### src/rtl/approx_mul_char.sv
// approx_mul_char: on-board accuracy characterization engine for an external
// (approximate) W x W multiplier. It sweeps every operand pair (a major,
// b minor), reads back the product after LAT cycles, and compares it with
// the exact product. The result is an error count, a sum of absolute
// errors, and the largest error together with the first operands that
// produced it.
//
// Ports
//   clk        clock, rising edge
//   rst        asynchronous reset, active high
//   start      begin a sweep (honoured only in IDLE or DONE)
//   a_out      operand a presented to the multiplier under test
//   b_out      operand b presented to the multiplier under test
//   prod_in    product returned by the multiplier under test
//   busy       sweep or drain in progress
//   done       results valid; sticky until the next start or rst
//   err_count  number of pairs with a nonzero error
//   err_sum    sum of |exact - prod_in|
//   max_err    largest |exact - prod_in|
//   max_a      operand a of the first pair reaching max_err
//   max_b      operand b of the first pair reaching max_err
//
// state | meaning
// ------+---------------------------------------------------------------
// IDLE  | after reset, waiting for start
// SWEEP | issuing one operand pair per cycle, comparing returned products
// DRAIN | all pairs issued, waiting for the last product to be compared
// DONE  | results valid and held, waiting for start

module approx_mul_char #(
  parameter int W   = 8,
  parameter int LAT = 0
) (
  input  logic             clk,
  input  logic             rst,
  input  logic             start,
  output logic [W-1:0]     a_out,
  output logic [W-1:0]     b_out,
  input  logic [2*W-1:0]   prod_in,
  output logic             busy,
  output logic             done,
  output logic [2*W:0]     err_count,
  output logic [4*W-1:0]   err_sum,
  output logic [2*W-1:0]   max_err,
  output logic [W-1:0]     max_a,
  output logic [W-1:0]     max_b
);

  typedef enum logic [1:0] {IDLE, SWEEP, DRAIN, DONE} state_t;

  state_t state;

  // Valid flag for the pair currently presented on a_out/b_out.
  logic issue_v;

  // Compare-point view of the operands: the pair whose product is on
  // prod_in in this cycle.
  logic [W-1:0]   tap_a;
  logic [W-1:0]   tap_b;
  logic           tap_v;
  logic           pipe_busy;

  logic [2*W-1:0] exact;
  logic [2*W-1:0] err;

  // The operand registers themselves are the first stage of the alignment
  // delay line; LAT further stages follow them so that every product is
  // compared against the operands that produced it.
  generate
    if (LAT == 0) begin : g_nodly
      assign tap_a     = a_out;
      assign tap_b     = b_out;
      assign tap_v     = issue_v;
      assign pipe_busy = issue_v;
    end else begin : g_dly
      logic [W-1:0] dly_a [1:LAT];
      logic [W-1:0] dly_b [1:LAT];
      logic         dly_v [1:LAT];

      always_ff @(posedge clk or posedge rst) begin
        if (rst) begin
          for (int i = 1; i <= LAT; i++) begin
            dly_a[i] <= '0;
            dly_b[i] <= '0;
            dly_v[i] <= 1'b0;
          end
        end else begin
          dly_a[1] <= a_out;
          dly_b[1] <= b_out;
          dly_v[1] <= issue_v;
          for (int i = 2; i <= LAT; i++) begin
            dly_a[i] <= dly_a[i-1];
            dly_b[i] <= dly_b[i-1];
            dly_v[i] <= dly_v[i-1];
          end
        end
      end

      assign tap_a = dly_a[LAT];
      assign tap_b = dly_b[LAT];
      assign tap_v = dly_v[LAT];

      // DRAIN may only finish once no pair is left anywhere in flight.
      always_comb begin
        pipe_busy = issue_v;
        for (int i = 1; i <= LAT; i++) begin
          pipe_busy = pipe_busy | dly_v[i];
        end
      end
    end
  endgenerate

  assign exact = (2*W)'(tap_a) * (2*W)'(tap_b);
  assign err   = (exact >= prod_in) ? (exact - prod_in) : (prod_in - exact);

  always_ff @(posedge clk or posedge rst) begin
    if (rst) begin
      state     <= IDLE;
      a_out     <= '0;
      b_out     <= '0;
      issue_v   <= 1'b0;
      busy      <= 1'b0;
      done      <= 1'b0;
      err_count <= '0;
      err_sum   <= '0;
      max_err   <= '0;
      max_a     <= '0;
      max_b     <= '0;
    end else begin
      // Accumulate the compare in flight; the start branch below overrides
      // this, but the pipeline is always empty in IDLE/DONE anyway.
      if (tap_v) begin
        if (err != '0) begin
          err_count <= err_count + (2*W+1)'(1);
          err_sum   <= err_sum + (4*W)'(err);
        end
        // Strictly greater: a tie keeps the earliest pair.
        if (err > max_err) begin
          max_err <= err;
          max_a   <= tap_a;
          max_b   <= tap_b;
        end
      end

      case (state)
        IDLE, DONE: begin
          if (start) begin
            state     <= SWEEP;
            a_out     <= '0;
            b_out     <= '0;
            issue_v   <= 1'b1;
            busy      <= 1'b1;
            done      <= 1'b0;
            err_count <= '0;
            err_sum   <= '0;
            max_err   <= '0;
            max_a     <= '0;
            max_b     <= '0;
          end
        end

        SWEEP: begin
          // a_out/b_out keep the last pair (all ones) after the sweep.
          if ({a_out, b_out} == '1) begin
            issue_v <= 1'b0;
            state   <= DRAIN;
          end else begin
            {a_out, b_out} <= {a_out, b_out} + (2*W)'(1);
          end
        end

        DRAIN: begin
          if (!pipe_busy) begin
            state <= DONE;
            busy  <= 1'b0;
            done  <= 1'b1;
          end
        end

        default: state <= IDLE;
      endcase
    end
  end

endmodule

### config.mk
export PLATFORM = sky130hd
export DESIGN_NAME = approx_mul_char
export DESIGN_NICKNAME = d
export VERILOG_FILES = /design/src/rtl/approx_mul_char.sv
export SDC_FILE = /design/constraint.sdc
export NUM_CORES = 1
export LEC_CHECK = 0
export CORE_MARGIN = 3
export CORE_UTILIZATION = 30
export DETAILED_ROUTE_END_ITERATION = 16
export PLACE_DENSITY_LB_ADDON = 0.25
export SYNTH_ARGS = -nofsm -noshare
export SYNTH_HDL_FRONTEND = slang
export SYNTH_SLANG_ARGS = --single-unit
### constraint.sdc
create_clock -name clk -period 11.95 [get_ports clk]
set_input_delay 1.7925 -clock clk [delete_from_list [all_inputs] [get_ports clk]]
set_output_delay 1.7925 -clock clk [all_outputs]
set_load 0.05 [all_outputs]
# After elaboration in Yosys (flattened, before gate mapping)

Cells that the tools add are included.

Flip-flop bits (word level): 102
Word-level logic and storage cells: 74
Input port bits: 19

$lt $le $gt $ge: 2
Add/subtract/negate cells: 5
Mux-type cells: 38
Reduce and logical (&&, ||, !) cells: 9
$mul: 1
Equal/unequal tests: 8

Operators with widths:

| kind                                                             | number |
|---|---|
| 32-bit 2-to-1 mux                                                | 4 |
| 8-bit 2-to-1 mux                                                 | 11 |
| 16-bit 2-to-1 mux                                                | 5 |
| 17-bit 2-to-1 mux                                                | 4 |
| 32-bit by 16-bit adder with 32-bit output                        | 1 |
| 8-bit one-hot mux with 2 select lines                            | 2 |
| 16-bit subtractor                                                | 2 |
| 17-bit by 1-bit adder with 17-bit output (second input constant) | 1 |
| 16-bit by 1-bit adder with 16-bit output (second input constant) | 1 |
| 16-bit == test (second input constant)                           | 1 |
| 16-bit greater-or-equal comparator                               | 1 |
| 16-bit > comparator                                              | 1 |
| 8-bit by 8-bit multiplier with 16-bit output                     | 1 |
| 16-bit nonzero test                                              | 1 |
| 3-bit AND reduction                                              | 4 |
| 2-bit != test (second input constant)                            | 4 |
| 2-bit 2-to-1 mux                                                 | 3 |
| 1-bit one-hot mux with 2 select lines                            | 3 |
| 2-bit one-hot mux with 3 select lines                            | 1 |
| 1-bit 2-to-1 mux                                                 | 5 |
| 2-bit == test (second input constant)                            | 2 |
| 2-bit nonzero test                                               | 2 |
| 2-bit by 1-bit == test with 1-bit output (second input constant) | 1 |
| 2-bit zero test                                                  | 1 |
| 2-bit OR reduction                                               | 1 |

# Depth between registers and ports, before layout

Gate-level depths: netlist (run 1).

Depth in word-level cells: 8
Gate-level depth with buffers: 40
Gate-level depth less buffers: 38

# Least setup slack after synthesis (run 1)

Ideal clock, no wire load.

Path type: reg2reg
Start point: register b_out[7]
End point: register err_sum[24]
Cell stages (with the launch flop): 39
Data arrival time: 8.882 ns
Slack: 2.990 ns
Required time: 11.872 ns
Cells stage by stage: dfrtp_1 clkbuf_1 nand2_1 fa_1 fa_1 inv_1 fa_1 inv_1 fa_1 inv_1 ha_1 a21oi_1 o21bai_1 a21oi_1 o21bai_1 a21oi_1 o21ai_0 xor2_1 [3 not listed] nor2_1 o211a_1 a2111oi_4 mux2i_1 inv_1 fa_1 nor2b_1 o21ai_0 a21boi_0 o21ai_0 nand2b_1 a31oi_1 o211ai_1 a41o_1 buf_1 nand4_1 or3_1 a21oi_1

Word-level cells in the longest chain between the ends: 8
Elaborated cells on any way between the ends: 11

Ends and longest elaborated chain:

| item                                                                             | RTL line | text |
|---|---|---|
| start: declaration                                                               | 38       | `output logic [W-1:0] b_out,` |
| start signal: assignment                                                         | 168      | `{a_out, b_out} <= {a_out, b_out} + (2*W)'(1);` |
| 8-bit by 8-bit multiplier with 16-bit output (*)                                 | 113      | `assign exact = (2*W)'(tap_a) * (2*W)'(tap_b);` |
| 16-bit subtractor or 16-bit greater-or-equal comparator (tied branches)          | 114      | `assign err = (exact >= prod_in) ? (exact - prod_in) : (prod_in - exact);` |
| 16-bit 2-to-1 mux (*)                                                            | 114      |  |
| 32-bit by 16-bit adder with 32-bit output or 16-bit nonzero test (tied branches) | 135, 133 |  |
| 32-bit 2-to-1 mux (*)                                                            | 133      | `if (err != '0) begin` |
| 32-bit 2-to-1 mux (*)                                                            | 132      | `if (tap_v) begin` |
| 32-bit 2-to-1 mux                                                                | 147      | `if (start) begin` |
| 32-bit 2-to-1 mux (*)                                                            | 145      | `case (state)` |
| end signal: assignment                                                           | 135      | `err_sum <= err_sum + (4*W)'(err);` |
| end: declaration                                                                 | 43       | `output logic [4*W-1:0] err_sum,` |

Mark *: on every way between the ends. The rest lies on a longest branch, timed or not.
A chain may end at the register's enable or synchronous reset.

# Final worst setup path (run 1)

Start point: register b_out[7]
End point: register max_b[1]

Word-level cells in the longest chain between the ends: 8
Elaborated cells on any way between the ends: 10

Ends and longest elaborated chain:

| item                                                                    | RTL line | text |
|---|---|---|
| 8-bit by 8-bit multiplier with 16-bit output (*)                        | 113      |  |
| 16-bit subtractor or 16-bit greater-or-equal comparator (tied branches) | 114      |  |
| 16-bit 2-to-1 mux (*)                                                   | 114      |  |
| 16-bit > comparator (*)                                                 | 138      | `if (err > max_err) begin` |
| 8-bit 2-to-1 mux (*)                                                    | 138      |  |
| 8-bit 2-to-1 mux (*)                                                    | 132      |  |
| 8-bit 2-to-1 mux                                                        | 147      |  |
| 8-bit 2-to-1 mux (*)                                                    | 145      |  |
| end signal: assignment                                                  | 141      | `max_b <= tap_b;` |
| end: declaration                                                        | 46       | `output logic [W-1:0] max_b` |

Marked as above.

==> impl_metrics.tcl, run 1 <==
set metrics [dict create \
    clkPwrFrac 0.161 \
    antenna_found_initial 0 \
    synth_fa_ha_area_frac 0.219 \
    synth_top_family_by_area "adder cells" \
    gr-total-overflow 0 \
    synth-seq-area-share 0.267 \
    swShare 0.494 \
    worst_slew_pin_slew_ps 1200 \
    status "finished, final reports clean" \
    rsz0062_at_grt "no" \
    worst-endpoint-required_ps 12160 \
    critPathTopFamily "adder cells" \
    path_buf_inv 5 \
    clkSlewWorstSetupHoldPaths_ps 80 \
    peakVddDrop_uv 90.6 \
    die_area_mm2 0.0341 \
    grt_max_degree 76 \
    p_leak_nw 5.54 \
    slew_headroom 0.195 \
    synth_compound_area_frac 0.146 \
    grt_usage 0.155 \
    crit_arrival_ps 10210 \
    final-max-slew-violation-count 0 \
    skew_ps 10.7 \
    crit_path_start_kind "register" \
    synth_seq_cells 102 \
    layout_common_cells "inv_1 (125), clkdlybuf4s50_1 (117), nor2_1 (106), ha_1 (105), dfrtp_1 (102)" \
    ys.warnings.count 0 \
    routabilityCongestion 0.842 \
    grt_pass1_vias 7837 \
    internal_power_mw 0.989 \
    ctsHoldBuffers 0 \
    clock_path_buffers 2 \
    cp_slowest_cell "a221oi_4" \
    power_frac_comb 0.574 \
    drc 0 \
    synth_cells 1101 \
    ant_nets 0 \
    firstDrtPassIters 5 \
    fmax_ghz 0.100 \
    cp-end-kind "register" \
    path_class "reg -> reg" \
    num-nets-final 1345 \
    area_growth_pct 19.3 \
    yosys.area_share.xor_xnor 0.0492 \
    cts-root-buf "clkbuf_16" \
    syn_area_mm2 0.00957 \
    cts.sinks 102 \
    power.density_mw_per_mm2 171 \
    setup_viol 0 \
    vias 7928 \
    core_area_mm2 0.0310 \
    crit_fanout 23 \
    cp_slowest_stage_delay_ps 800 \
    async_flop_share 1.00 \
    n_antenna_cell 0 \
    setup_tns_ps 0 \
    clk-insertion-delay-late_ps 360 \
    drtIter0Drc 460 \
    htreeDepth 3 \
    final_common_cell "inv_1" \
    hpwl_mm 19.8 \
    synth_edf_count 0 \
    start_util 0.309 \
    synth_simple_gate_area_frac 0.185 \
    layout_min_cycle_time_ps 10000 \
    synth_cell_types 60 \
    synth_fp_nets 1264 \
    drive_above_1_share 0.0388 \
    fill_cells 3173 \
    cts_tree "done" \
    grt_pass1_wl_mm 42.7 \
    vias_per_cell 5.01 \
    muxShareOfSynthArea 0.0617 \
    rows 64 \
    hold_path.class "reg -> reg" \
    post_cts_buffers 0 \
    synthFlopType "dfrtp_1" \
    die_w_um 185 \
    switchingPower_mw 0.967 \
    floorplan.io_pins 118 \
    finalCoreUtilization 0.368 \
    cts_buffers 9 \
    hold_violations 0 \
    cts.repair.resized 0 \
    wl_mm 25.9 \
    io_buffers 117 \
    die_h_um 185 \
    drv_cap 0 \
    sequentialPowerShare 0.265 \
    wl_per_cell_um 16.4 \
    min_period_over_period 0.837 \
    syn-mean-instance-area_um2 8.69 \
]
==> layer usage <==
layer | track usage | part of all wire | vias to the layer above
met2 | 0.249 | 0.46 | 172
met5 | 0 | 0 | -
met4 | 0.0273 | 0.0087 | 0
met3 | 0.0231 | 0.045 | 16
met1 | 0.223 | 0.49 | 3856
li1 | - | - | 3884
==> power groups by stage <==
stage | clock [mW] | combinational, mW | sequential [mW]
final | 0.315 | 1.12 | 0.518
after global routing | 0.340 | 1.23 | 0.532
after CTS | 0.326 | 1.13 | 0.520
after global placement | 0 | 1.12 | 0.526
after floorplan | 0 | 0.604 | 0.716
after detailed placement | 0 | 1.13 | 0.527
==> state kept, by name, indices dropped and copies added (netlist names), 2 cells and up <==
name	cells
max_a	8
a_out	8
max_b	8
err_count	17
err_sum	32
b_out	8
state	2
max_err	16
==> cells by family after synthesis <==
group                    count (synthesis)
flip-flops                             102
multiplexers                            58
adder cells (fa/ha/maj)                144
AND/OR/NAND/NOR                        356
AO/OA/AOI/OAI                          209
buffers and inverters                  180
XOR/XNOR                                52
==> metrics by stage <==
stage               instance area (um2)  power [mW]  setup slack [ps]  instances  hold slack (ps)
CTS                               11400        1.98              1890       1583              521
global route                      11400        2.10              1080       1583              551
detailed placement                11100        1.65              1930       1567              504
floorplan                          9570        1.32              2990       1101              474
finish                            11400        1.96              1950       1583              512
global placement                  11100        1.64              2100       1567              500
==> synth_stat cells (all sizes together) (2+ instances only) <==
| cell | count | share of area |
|---|---|---|
| xnor2 | 26 | 0.025 |
| xor2 | 26 | 0.025 |
| mux2 | 2 | 0.0031 |
| nor2 | 106 | 0.042 |
| a31o | 10 | 0.0092 |
| nand2 | 81 | 0.032 |
| clkbuf | 44 | 0.017 |
| a311oi | 4 | 0.0043 |
| nand3 | 15 | 0.0078 |
| a41o | 6 | 0.0063 |
| fa | 39 | 0.082 |
| nand3b | 2 | 0.0016 |
| ha | 105 | 0.14 |
| or2 | 2 | 0.0013 |
| or4 | 6 | 0.0055 |
| nor3 | 6 | 0.0031 |
| mux2i | 56 | 0.059 |
| o211ai | 8 | 0.0063 |
| a211oi | 9 | 0.0071 |
| nor4 | 3 | 0.0035 |
| o211a | 3 | 0.0031 |
| a21boi | 3 | 0.0024 |
| o2111ai | 3 | 0.0027 |
| nor2b | 9 | 0.0059 |
| nand2b | 14 | 0.0092 |
| a2111o | 2 | 0.0024 |
| and3 | 16 | 0.010 |
| o21a | 12 | 0.0094 |
| o21bai | 8 | 0.0063 |
| inv | 126 | 0.049 |
| o21ai | 43 | 0.024 |
| and2 | 62 | 0.041 |
| buf | 10 | 0.0055 |
| dfrtp | 102 | 0.27 |
| a21o | 18 | 0.014 |
| a21oi | 57 | 0.030 |
| nand4 | 22 | 0.014 |
| or3 | 9 | 0.0059 |
| a31oi | 15 | 0.0098 |
==> layout make-up <==
type | count | area, um2 | share of cell area
clock inverters | 7 | 81.3 | 0.00712
well taps | 396 | 495 | 0.0434
inverters | 126 | 475 | 0.0417
flip-flops and latches | 102 | 2550 | 0.224
repair buffers | 124 | 1220 | 0.107
multi-input cells | 819 | 6360 | 0.557
clock buffers | 9 | 225 | 0.0197
==> worst reg2reg max path: cells and delay by family, from the launching register on <==
family | cells | cell delay [ps]
and+or+nand+nor | 6 | 930
xor gates and xnor gates | 2 | 860
DFF | 1 | 660
AOI/OAI and AO/OA | 10 | 2710
buffers and inverters | 5 | 830
adders and majority gates | 7 | 3330
muxes | 2 | 540
==> worst paths after layout <==
| path | startpoint | end | slack, ps | depth (start not counted) |
|---|---|---|---|---|
| worst max register to register | b_out[7]$_DFFE_PP0P_ | max_b[1]$_DFF_PP0_ | 1950 | 32 |
| min in group asynchronous | rst | err_sum[30]$_DFF_PP0_ | 1870 | 2 |
| worst min register to register | state[1]$_DFFE_PP0P_ | state[1]$_DFFE_PP0P_ | 510 | 2 |
| max in group asynchronous | rst | max_err[13]$_DFF_PP0_ | 8910 | 3 |
| worst min-delay path | state[1]$_DFFE_PP0P_ | state[1]$_DFFE_PP0P_ | 510 | 2 |
| worst max-delay path | b_out[7]$_DFFE_PP0P_ | max_b[1]$_DFF_PP0_ | 1950 | 32 |
Power figures use the tool's default switching activity.
==> run 2, diff against run 1 <==
==> constraint.sdc (replaced) <==
create_clock -name clk -period 8.2 [get_ports clk]
set_input_delay 1.23 -clock clk [delete_from_list [all_inputs] [get_ports clk]]
set_output_delay 1.23 -clock clk [all_outputs]
set_load 0.05 [all_outputs]
==> impl_metrics.tcl, run 2 (same netlist as run 1, synthesis figures left out) <==
set metrics [dict create \
    grt_pass1_vias 8221 \
    hpwl_mm 20.9 \
    cp_slowest_cell "fa_1" \
    die_h_um 185 \
    final-max-slew-violation-count 0 \
    hold_path_depth 2 \
    die_area_mm2 0.0341 \
    cts_tree "done" \
    finalCoreUtilization 0.418 \
    worst-endpoint-required_ps 8420 \
    io_buffers 117 \
    power_frac_comb 0.628 \
    cts-root-buf "clkbuf_16" \
    firstDrtPassIters 5 \
    layout_min_cycle_time_ps 7990 \
    clk-insertion-delay-late_ps 360 \
    routabilityCongestion 0.898 \
    cts_buffers 9 \
    floorplan.io_pins 118 \
    grt_pass1_wl_mm 42.9 \
    hp-start "max_a[2]$_DFF_PP0_" \
    r2r_setup_slack_ps 210 \
    antenna_found_initial 0 \
    crit_arrival_ps 8210 \
    internal_power_mw 1.71 \
    rows 64 \
    fmax_ghz 0.125 \
    power.density_mw_per_mm2 249 \
    drtIter0Drc 481 \
    gr-total-overflow 0 \
    die_w_um 185 \
    setup_viol 0 \
    hold_violations 0 \
    start_util 0.309 \
    cts.sinks 102 \
    grt_max_degree 59 \
    grt_usage 0.155 \
    htreeDepth 3 \
    reg_top3 "err_sum x32, err_count x17, max_err x16" \
    slew_headroom 0.348 \
    vias 8482 \
    crit_path_start_kind "register" \
    ant_nets 0 \
    cp_common_cell "fa_1" \
    skew_ps 11.9 \
    peakVddDrop_uv 179 \
    clock_path_buffers 2 \
    path_class "reg -> reg" \
    vias_per_cell 5.00 \
    clkPwrFrac 0.140 \
    area_growth_pct 35.4 \
    wl_per_cell_um 16.2 \
    sequentialPowerShare 0.232 \
    timing.hold.ws_ps 520 \
    min_period_over_period 0.974 \
    hold_path.class "reg -> reg" \
    cp-end-kind "register" \
    hold_path_end "max_a[2]$_DFF_PP0_" \
    drv_cap 0 \
    swShare 0.469 \
    switchingPower_mw 1.51 \
    status "finished, final reports clean" \
    wl_mm 27.5 \
    clkSlewWorstSetupHoldPaths_ps 80 \
    p_leak_nw 6.14 \
    r2r_cells 35 \
    final_common_cell "clkdlybuf4s50_1" \
    setup_tns_ps 0 \
    regMostFlops "err_sum" \
    r2r-end "max_err[3]$_DFF_PP0_" \
    drc 0 \
    num-nets-final 1457 \
    rsz0062_at_grt "yes" \
    layout_common_cells "clkdlybuf4s50_1 (117), inv_1 (113), buf_4 (104), nor2_1 (99), ha_1 (91)" \
    drive_above_1_share 0.197 \
    worst_slew_pin_slew_ps 974 \
    crit_fanout 9 \
    core_area_mm2 0.0310 \
    cp_slowest_stage_delay_ps 560 \
    largest_reg_flops 32 \
    r2r_start "b_out[3]$_DFFE_PP0P_" \
]
[run 2: how the worst max path moves through the flow]
stage,slack (ps),endpoint,start
after floorplan,20,err_sum[24]$_DFF_PP0_,b_out[7]$_DFFE_PP0P_
after global placement,80,err_sum[24]$_DFF_PP0_,a_out[1]$_DFFE_PP0P_
after global routing,-230,max_b[0]$_DFF_PP0_,b_out[3]$_DFFE_PP0P_
after CTS,0.4,err_sum[24]$_DFF_PP0_,b_out[2]$_DFFE_PP0P_
after detailed placement,2,err_sum[24]$_DFF_PP0_,b_out[2]$_DFFE_PP0P_
final,210,max_err[3]$_DFF_PP0_,b_out[3]$_DFFE_PP0P_
[run 2: per-layer routing]
metal	wire, um	vias up	GRT usage
li1	-	4104	-
met1	12800	4151	0.218
met2	13000	196	0.253
met3	1320	31	0.0268
met4	370	0	0.0324
met5	0	-	0
[run 2: critical path: cells and delay by family (launching register included)]
kind,cells,cell delay [ps]
AO/OA/AOI/OAI,13,2800
XOR/XNOR,1,210
adder cells (fa/ha/maj),7,2830
buffers and inverters,8,930
flip-flops,1,490
multiplexers,1,140
AND/OR/NAND/NOR,5,430
[run 2: timing repair]
item                       CTS  global route
setup endpoints to repair    1            77
pin swaps                    0            63
hold buffers                 0             0
gates cloned                 0             5
resized for setup            1           100
setup buffers                0            43
[run 2: power groups by stage]
stage | Combinational [mW] | Clock, mW | Sequential, mW
final | 2.02 | 0.452 | 0.749
after global routing | 2.19 | 0.486 | 0.767
after CTS | 1.79 | 0.466 | 0.743
after detailed placement | 1.79 | 0 | 0.752
after global placement | 1.77 | 0 | 0.751
after floorplan | 0.935 | 0 | 1.04
[run 2: area by class of cell]
| cell class | count | area, um2 |
|---|---|---|
| Fill cell | 3062 | 18000 |
| Multi-Input combinational cell | 819 | 6890 |
| Sequential cell | 102 | 2570 |
| Timing Repair Buffer | 236 | 2220 |
| Tap cell | 396 | 495 |
| Inverter | 126 | 475 |
| Clock buffer | 13 | 250 |
| Clock inverter | 3 | 45.0 |
| Antenna cell | 1 | 2.50 |
[run 2: stage by stage]
stage	setup slack, ps	area (um2)	total power [mW]	cells
after floorplan	19.5	9780	1.98	1101
final	211	13000	3.23	1696
after global routing	-226	13000	3.44	1695
after detailed placement	2.49	11700	2.54	1632
after global placement	78.5	11700	2.52	1632
after CTS	0.447	12000	3.00	1648
==> run 3, diff against run 2 <==
--- a/config.mk
+++ b/config.mk
@@ -6,7 +6,7 @@
 export NUM_CORES = 1
 export LEC_CHECK = 0
 export CORE_MARGIN = 3
-export CORE_UTILIZATION = 30
+export CORE_UTILIZATION = 23
 export DETAILED_ROUTE_END_ITERATION = 16
 export PLACE_DENSITY_LB_ADDON = 0.25
 export SYNTH_ARGS = -nofsm -noshare
==> impl_metrics.tcl, run 3 (same netlist as run 1, synthesis figures left out) <==
set metrics [dict create \
    routabilityCongestion 0.847 \
    vias_per_cell 4.55 \
    wl_per_cell_um 16.0 \
    fill_cells 4288 \
    drtIter0Drc 495 \
    clkPwrFrac 0.140 \
    timing.hold.ws_ps 527 \
    clkSlewWorstSetupHoldPaths_ps 90 \
    layout_min_cycle_time_ps 8060 \
    crit_arrival_ps 8360 \
    critPathTopFamily "adder cells" \
    die_w_um 210 \
    switchingPower_mw 1.54 \
    cts_buffers 9 \
    vias 8329 \
    p_leak_nw 6.12 \
    status "finished, final reports clean" \
    path_buf_inv 7 \
    power_frac_comb 0.626 \
    skew_ps 19.1 \
    clock_path_buffers 2 \
    place_ws_ps -8.46 \
    grt_usage 0.126 \
    hold_path.class "reg -> reg" \
    hold_violations 0 \
    worst_slack_ps 143 \
    start_util 0.234 \
    r2r-end "err_sum[24]$_DFF_PP0_" \
    regMostFlops "err_sum" \
    clk-insertion-delay-late_ps 370 \
    drv_cap 0 \
    cts.sinks 102 \
    io_buffers 117 \
    cts-root-buf "clkbuf_16" \
    wl_mm 29.2 \
    r2r_start "b_out[5]$_DFFE_PP0P_" \
    final_cells 1830 \
    antenna_found_initial 0 \
    grt_pass1_wl_mm 44.9 \
    setup_viol 0 \
    r2r_cells 33 \
    cp_slowest_cell "fa_1" \
    reg_top3 "err_sum x32, err_count x17, max_err x16" \
    power.total_mw 3.20 \
    htreeDepth 3 \
    layout_common_cells "clkdlybuf4s50_1 (117), inv_1 (112), nor2_1 (101), buf_4 (92)" \
    hp-start "max_a[2]$_DFF_PP0_" \
    cp_common_cell "fa_1" \
    cts_tree "done" \
    area_growth_pct 36.7 \
    drc 0 \
    die_h_um 210 \
    final-max-slew-violation-count 0 \
    worst_slew_pin_slew_ps 1030 \
    gr-total-overflow 0 \
    firstDrtPassIters 6 \
    grt_pass1_vias 8017 \
    largest_reg_flops 32 \
    n_antenna_cell 0 \
    internal_power_mw 1.66 \
    power.density_mw_per_mm2 245 \
    worst-endpoint-required_ps 8500 \
    path_class "reg -> reg" \
    min_period_over_period 0.983 \
    hold_path_depth 2 \
    cp_slowest_stage_delay_ps 520 \
    final_common_cell "clkdlybuf4s50_1" \
    hold_path_end "max_a[2]$_DFF_PP0_" \
    slew_headroom 0.314 \
    cp-end-kind "register" \
    die_area_mm2 0.0441 \
    sequentialPowerShare 0.234 \
    drive_above_1_share 0.194 \
    peakVddDrop_uv 128 \
    floorplan.io_pins 118 \
    dp_cells 1768 \
    core_area_mm2 0.0409 \
    num-nets-final 1456 \
    crit_fanout 5 \
    crit_path_start_kind "register" \
    rows 74 \
    grt_max_degree 71 \
    r2r_setup_slack_ps 140 \
    swShare 0.481 \
    rsz0062_at_grt "yes" \
    hpwl_mm 22.1 \
    ant_nets 0 \
    fmax_ghz 0.124 \
]
==> run 3: cell types whose count changed in the layout (fill, tap and decap cells not counted), sizes merged <==
cell    before  now
clkinv       0    2
buf        115  113
bufinv       1    0
clkbuf      17   14
inv        126  129
diode        1    0
==> run 3: worst max-delay path by stage <==
stage | from | to | slack, ps | cells after the start
detailed placement | a_out[0]$_DFFE_PP0P_ | err_sum[24]$_DFF_PP0_ | -8 | 35
finish | b_out[5]$_DFFE_PP0P_ | err_sum[24]$_DFF_PP0_ | 140 | 33
CTS | a_out[1]$_DFFE_PP0P_ | err_sum[19]$_DFF_PP0_ | 20 | 34
global placement | a_out[1]$_DFFE_PP0P_ | max_err[10]$_DFF_PP0_ | 40 | 31
floorplan | b_out[7]$_DFFE_PP0P_ | err_sum[24]$_DFF_PP0_ | 20 | 36
global route | a_out[2]$_DFFE_PP0P_ | err_sum[24]$_DFF_PP0_ | -290 | 39
==> run 3: what timing repair did <==
item                       4_1_cts  5_1_grt
gates cloned                     0        5
setup endpoints to repair        2       78
hold buffers                     0        0
pin swaps                        1       90
gates resized for setup          2      105
buffers inserted                 1       40
==> run 3: layout make-up <==
| cell class | instances | area [um2] | area share |
|---|---|---|---|
| clock inverter | 7 | 67.6 | 0.00517 |
| multi-input combinational | 819 | 6820 | 0.521 |
| clock buffer | 9 | 225 | 0.0172 |
| timing repair buffer | 235 | 2260 | 0.173 |
| inverter | 126 | 478 | 0.0365 |
| sequential | 102 | 2570 | 0.196 |
| tap | 532 | 666 | 0.0509 |
==> run 3: routing by layer <==
metal,wire length [um],share of wire,vias to the layer above,GRT usage
met5,0,0,-,0
met2,14200,0.49,133,0.208
met4,256,0.0088,0,0.0259
met3,905,0.031,12,0.0168
met1,13900,0.48,4079,0.178
li1,-,-,4105,-
==> run 3: worst reg2reg max path: cells and delay by family, from the launching register on <==
kind / cells / cell delay, ps
mux: 1 / 300
buf+inv: 7 / 710
fa+ha+maj: 7 / 3030
flops: 1 / 450
compound gates: 11 / 2090
xor+xnor: 1 / 250
simple gates: 6 / 1170
==> run 3: per-stage QoR <==
stage                     TNS, ps  utilization  instance area (um2)
final                           0        0.320                13100
after global routing        -7230        0.320                13100
after CTS                       0        0.299                12200
after detailed placement    -8.46        0.291                11900
after global placement          0        0.291                11900
after floorplan                 0            -                 9780
==> run 3: power by group through the flow <==
stage               registers (mW)  clock network, mW  logic [mW]
floorplan                     1.04                  0       0.935
global placement             0.753                  0        1.79
detailed placement           0.752                  0        1.80
CTS                          0.744              0.466        1.81
global route                 0.766              0.486        2.17
finish                       0.748              0.450        2.00
